<file path="config.mk">
export PLATFORM = sky130hd
export DESIGN_NAME = regfile_write_scheduler
export DESIGN_NICKNAME = d
export VERILOG_FILES = /design/src/rtl/regfile_write_scheduler.sv
export SDC_FILE = /design/constraint.sdc
export NUM_CORES = 1
export LEC_CHECK = 0
export CORE_AREA = 2 2 85 87
export CTS_CLUSTER_DIAMETER = 30
export DETAILED_ROUTE_END_ITERATION = 8
export DIE_AREA = 0 0 87 89
export DONT_BUFFER_PORTS = 1
export SLEW_MARGIN = 5
export SYNTH_ARGS = -nofsm -noshare
export SYNTH_HDL_FRONTEND = slang
export SYNTH_SLANG_ARGS = --single-unit
</file>
<file path="constraint.sdc">
create_clock -name CLK -period 2.2 [get_ports CLK]
set_input_delay 0.22 -clock CLK [delete_from_list [all_inputs] [get_ports CLK]]
set_output_delay 0.22 -clock CLK [all_outputs]
set_load 0.005 [all_outputs]
</file>
<file path="src/rtl/regfile_write_scheduler.sv">
// Purpose : owns the register-file write port; zero-sweeps registers 1..REG_COUNT-1 after reset/REINIT, then round-robins two writeback requesters.
// Latency : a handshake in cycle N appears on WE3/A3/WD3 in cycle N+1 (all three are registered).
// Backpr. : READY is combinational from VALID and the grant pointer; both READYs are low while sweeping or when REINIT is high.
module regfile_write_scheduler #(
    parameter int DATA_WIDTH = 32,
    parameter int ADDR_WIDTH = 5,
    parameter int REG_COUNT  = 32
) (
    input  logic                  CLK,
    input  logic                  RST_N,
    input  logic                  REINIT,
    input  logic                  REQ0_VALID,
    input  logic [ADDR_WIDTH-1:0] REQ0_ADDR,
    input  logic [DATA_WIDTH-1:0] REQ0_DATA,
    output logic                  REQ0_READY,
    input  logic                  REQ1_VALID,
    input  logic [ADDR_WIDTH-1:0] REQ1_ADDR,
    input  logic [DATA_WIDTH-1:0] REQ1_DATA,
    output logic                  REQ1_READY,
    output logic                  WE3,
    output logic [ADDR_WIDTH-1:0] A3,
    output logic [DATA_WIDTH-1:0] WD3,
    output logic                  INIT_DONE
);

    typedef enum logic {
        ST_INIT = 1'b0,
        ST_ARB  = 1'b1
    } state_t;

    // Register 0 is hardwired zero, so the sweep starts at 1.
    localparam logic [ADDR_WIDTH-1:0] FIRST_IDX = ADDR_WIDTH'(1);
    localparam logic [ADDR_WIDTH-1:0] LAST_IDX  = ADDR_WIDTH'(REG_COUNT - 1);

    state_t                  r_state;
    state_t                  w_state_nxt;
    logic [ADDR_WIDTH-1:0]   r_idx;
    logic [ADDR_WIDTH-1:0]   w_idx_nxt;
    // r_last = 1 means requester 1 was granted most recently, so requester 0 wins the next tie.
    logic                    r_last;
    logic                    w_last_nxt;
    logic                    r_we;
    logic                    w_we_nxt;
    logic [ADDR_WIDTH-1:0]   r_a;
    logic [ADDR_WIDTH-1:0]   w_a_nxt;
    logic [DATA_WIDTH-1:0]   r_wd;
    logic [DATA_WIDTH-1:0]   w_wd_nxt;
    logic                    r_done;
    logic                    w_done_nxt;

    logic                    w_rdy0;
    logic                    w_rdy1;
    logic                    w_hs0;
    logic                    w_hs1;

    // Round-robin grant: only when arbitrating and no re-sweep is being requested.
    always_comb begin
        w_rdy0 = 1'b0;
        w_rdy1 = 1'b0;
        if (r_state == ST_ARB && !REINIT) begin
            if (REQ0_VALID && REQ1_VALID) begin
                w_rdy0 = r_last;
                w_rdy1 = ~r_last;
            end else begin
                w_rdy0 = REQ0_VALID;
                w_rdy1 = REQ1_VALID;
            end
        end
    end

    assign w_hs0 = REQ0_VALID & w_rdy0;
    assign w_hs1 = REQ1_VALID & w_rdy1;

    // Next-state and next-output logic for the sweep/arbitrate FSM.
    always_comb begin
        w_state_nxt = r_state;
        w_idx_nxt   = r_idx;
        w_last_nxt  = r_last;
        w_we_nxt    = 1'b0;
        w_a_nxt     = r_a;
        w_wd_nxt    = r_wd;
        w_done_nxt  = r_done;
        case (r_state)
            ST_INIT: begin
                // One zero write per cycle; REINIT has no effect while sweeping.
                w_we_nxt = 1'b1;
                w_a_nxt  = r_idx;
                w_wd_nxt = '0;
                if (r_idx == LAST_IDX) begin
                    w_state_nxt = ST_ARB;
                    w_done_nxt  = 1'b1;
                end else begin
                    w_idx_nxt = r_idx + FIRST_IDX;
                end
            end
            ST_ARB: begin
                if (REINIT) begin
                    // Re-sweep takes priority over any pending request; pointer is kept.
                    w_state_nxt = ST_INIT;
                    w_idx_nxt   = FIRST_IDX;
                    w_done_nxt  = 1'b0;
                end else if (w_hs0) begin
                    // Address 0 is accepted but never written.
                    w_we_nxt   = (REQ0_ADDR != '0);
                    w_a_nxt    = REQ0_ADDR;
                    w_wd_nxt   = REQ0_DATA;
                    w_last_nxt = 1'b0;
                end else if (w_hs1) begin
                    w_we_nxt   = (REQ1_ADDR != '0);
                    w_a_nxt    = REQ1_ADDR;
                    w_wd_nxt   = REQ1_DATA;
                    w_last_nxt = 1'b1;
                end
            end
            default: begin
                w_state_nxt = ST_INIT;
                w_idx_nxt   = FIRST_IDX;
                w_done_nxt  = 1'b0;
            end
        endcase
    end

    // State, pointer and registered write-port outputs; reset restarts the sweep.
    always_ff @(posedge CLK or negedge RST_N) begin
        if (!RST_N) begin
            r_state <= ST_INIT;
            r_idx   <= FIRST_IDX;
            r_last  <= 1'b1;
            r_we    <= 1'b0;
            r_a     <= '0;
            r_wd    <= '0;
            r_done  <= 1'b0;
        end else begin
            r_state <= w_state_nxt;
            r_idx   <= w_idx_nxt;
            r_last  <= w_last_nxt;
            r_we    <= w_we_nxt;
            r_a     <= w_a_nxt;
            r_wd    <= w_wd_nxt;
            r_done  <= w_done_nxt;
        end
    end

    assign REQ0_READY = w_rdy0;
    assign REQ1_READY = w_rdy1;
    assign WE3        = r_we;
    assign A3         = r_a;
    assign WD3        = r_wd;
    assign INIT_DONE  = r_done;

endmodule

</file>
==> flow_results.org <==
** GRT
- For this run, the total global-route usage over all layers was measured as between 10% and 20%.
- Initial antenna violation count :: 0
- Global routing consumed, on the met3 layer, under 10% of the routing resources.
- In the global route stage, met1 resource usage came out at about 17%.
- Entering global routing, the biggest net connects 47 pins.
- Global-route layer with the greatest usage :: met2
- For this run, global-route usage on met2 was measured as between 20% and 30%.
- The via count of the first global-routing pass is between 1500 and 2000.
- The first global-routing pass estimated 7960 um of wire.
- The total overflow left after global routing is 0.

** Clocking
- Clock tree from TritonCTS :: built
- Latest clock arrival within the worst-skew pair :: just under 0.3 ns
- TritonCTS created 5 clock buffers.
- Root buffer cell :: clkbuf_8
- Total number of H-tree levels :: 2
- Clk sink count :: 46
- Clock-pin transition on the worst setup and hold timing paths :: roughly 0.090 ns
- Clk buf depth :: 2

** Min path
- Start point of the worst min-delay path :: REINIT
- The path class of the tightest hold or removal check is in2reg.

** Place
- Count of buffers inserted at the top-level ports :: 0
- At the end of routability-driven placement, the weighted congestion stood at just over 0.8.
- Post-detailed-placement half-perimeter wirelength :: a little under 4000 um

** Synthesis
- In the synthesized netlist the dominant register cell turns out to be dfrtp_1.
- Counting distinct cell types in the post-synthesis netlist gives 36.
- After synthesis, the share of flip-flops with an asynchronous set or reset is between 90% and 100%.
- The number of nets handed over by synthesis was between 200 and 300.
- The top cell type by area accounts for between 40% and 50% of the synthesized area.
- The synthesized design contains 0 enable-type register cells.
- In the post-synthesis netlist, the biggest area contributors are dfrtp_1 48%, mux2i_1 16%, nand3_1 7.8%.
- Most used standard cell by instance count after synthesis :: dfrtp_1
- The Yosys step of the flow raised 0 warnings.
- In the synthesized netlist, the cells that appear most often are 44 x dfrtp_1, 37 x mux2i_1, 36 x nand3_1.
- In the synthesized netlist, the number of instances is between 200 and 250.
- In this run, synthesis produced a sequential element count of 46.
- dfrtp_1 takes more of the synthesized area than any other cell.
- Cell area after synthesis :: roughly 0.0023 mm2
- A synthesized cell averages around 11 um2.
- Portion of the post-synthesis area used by sequential elements :: between 50% and 60%

** Final layout
- Area growth from synthesis to layout :: 8.69%
- Number of fill cells in the layout :: roughly 680
- Number of nets in the layout :: about 300
- Post-route core utilization :: approximately 37%
- Cells with a size suffix above 1 make up under 10% of the layout.
- The number of antenna diodes in the final layout is 0.

** Power and ir drop
- Leakage :: 1.17 nW
- In this run, the clock network consumes about a quarter of the power.
- For this design the total switching power over the nets is 0.664 mW.
- Cell internal power was estimated by the tool at between 1 and 1.5 mW.
- Combinational logic is responsible for about a quarter of the overall power.
- Final Power :: ~2.2 mW
- In this run the power density over the cells is between 800 and 900 mW/mm2.
- Part of the power in registers :: just over 50%
- VDD IR max :: 0.000441 V
- Net switching fraction of the power :: 30.9%

** Critical path
- Type of element launching the critical path :: register
- Peak per-stage delay on the critical path :: 0.56 ns
- Highest net fanout along the worst path :: 5
- Counting stages on the worst path, the most repeated cell is ha_1.
- Endpoint kind of the worst setup timing path :: register
- Buffers & Inverters on Critical Path :: 1
- Cell with the largest stage delay on the worst path :: dfstp_2
- In this design, the largest share of critical-path delay is due to flip-flops.
- Cells along the critical path :: ha_1 > and3_1 > ha_1 > inv_1 > and4_1 > o21ai_0 > a22o_1
- Worst reg2reg path startpoint :: r_idx[0]
- Worst Setup Path Type :: reg2reg
- Worst Path Arrival :: 2.04 ns
- WP data required :: 2.43 ns
- Startpoint of the worst setup timing path :: r_idx[0]

** STA
- Crit share post-route :: between 80% and 90%
- Post-layout min period :: around 1.8 ns
- The worst pin sits at a relative slew slack of 44.6%.
- Number of hold violations in the final report :: 0
- Clock skew on the completed layout was measured at ~0.0047 ns.
- The final max-slew violation count is 0.
- Setup violations remaining at the end of the flow were counted as 0.
- Static timing analysis puts the maximum clock frequency at 551 MHz.
- In the final timing run, aggregate negative setup slack is 0 ns.
- Setup repair after global routing left no endpoint under its margin.
- Actual slew at the worst max-slew pin :: 0.828 ns

** Detailed routing
- In this run, the number of DRC markers left after iteration 0 of detailed routing was roughly 80.
- Wire per inst :: between 15 and 20 um
- Using the TritonRoute via totals, the vias-per-cell ratio works out to roughly 5.5.
- The pre-antenna-repair detailed-routing pass consisted of 4 iterations.
- Post-DRT Antenna Nets :: 0
- DRC violation count after routing :: 0
- Drt total wl :: 5340 um
- Via count :: roughly 1600

** Run
- Maximum capacitance violations :: 0

** Outcome
- The flow ran to the end, and the final reports show no timing, DRC or antenna violations.

** Floorplanning
- CORE AREA :: about 0.0067 mm2
- Boundary pin count :: 120
- The die is 89 um tall.
- The floorplan step defined a die boundary enclosing about 0.0077 mm2.
- For this configuration, the core starts out at a cell density of 34.3%.
- Site row count :: 30
- The die is 87 um wide.
[stage by stage]
step | hold WS, ns | instance area, um2 | setup WS [ns] | std cells
after detailed placement | -0.0743 | 2370 | 0.404 | 286
after global routing | 0.0163 | 2500 | 0.217 | 297
final | 0.0344 | 2500 | 0.385 | 297
after floorplan | -0.0756 | 2300 | 0.533 | 216
after global placement | -0.0745 | 2370 | 0.452 | 286
after CTS | 0.0169 | 2500 | 0.383 | 297
[repair_timing]
item                                   CTS  global route
buffers inserted                         0             0
hold buffers                             3             0
gates resized for setup                  0             0
endpoints found under the hold margin   47             0
setup endpoints to repair                0             0
[power groups by stage]
stage	logic, mW	registers [mW]	clock network [mW]
after floorplan	0.432	1.08	0
after global placement	0.493	1.12	0
after detailed placement	0.500	1.13	0
after CTS	0.529	1.11	0.558
after global routing	0.584	1.13	0.583
final	0.523	1.11	0.523
[final cells by class]
class	instances	area (um2)	share of cell area (%)
Timing Repair Buffer	10	125	5.00
Clock buffer	7	86.3	3.45
Clock inverter	1	5.00	0.200
Sequential cell	46	1150	46.1
Inverter	7	26.3	1.05
Multi-Input combinational cell	146	1010	40.3
Tap cell	80	100	4.00
[kinds of logic (layout without fill, tap and decap cells)]
family / after synthesis / after routing / synth area share [%]
DFF: 46 / 46 / 50.1
AOI/OAI and AO/OA: 59 / 59 / 15.4
buffers and inverters: 24 / 25 / 6.51
and+or+nand+nor: 48 / 48 / 10.9
muxes: 37 / 37 / 16.1
adders and majority gates: 2 / 2 / 1.09
[registers in the layout, summed over array words and instances, names as in the netlist]
| signal | cells |
|---|---|
| INIT_DONE | 1 |
| r_state | 1 |
| WD3 | 32 |
| A3 | 5 |
| r_last | 1 |
| r_idx | 5 |
| WE3 | 1 |
[layer usage]
metal | share of wire, % | wire [um]
met3 | 7.9 | 421
met5 | 0 | 0
met1 | 42 | 2270
met2 | 49 | 2610
met4 | 0.75 | 40
[placed cells by master, fill, tap and decap left out, types with 2 or more instances in the layout]
cell type       n
clkbuf_8        6
mux2i_1        37
dfrtp_1        44
a22o_1          2
o21ai_1        33
buf_12          2
o221ai_1        3
dlygate4sd3_1   2
o21ai_4         2
dfstp_2         2
inv_1           6
o21ai_0         6
a21oi_1         2
buf_4           5
nand3_1        36
o22ai_1         3
nor2_1          4
ha_1            2
a31oi_1         2
[path summary, 6_finish.rpt]
path                                   to  slack [ns]  cells past startpoint
worst max-delay path             r_idx[3]        0.38                      7
worst min-delay path            INIT_DONE        0.03                      1
worst max register to register   r_idx[3]        0.38                      7
worst min register to register   r_idx[3]        0.53                      1
max in group asynchronous          r_last        1.48                      2
min in group asynchronous        r_idx[2]        0.45                      2
Note: power is estimated with default switching activity, not from simulation.
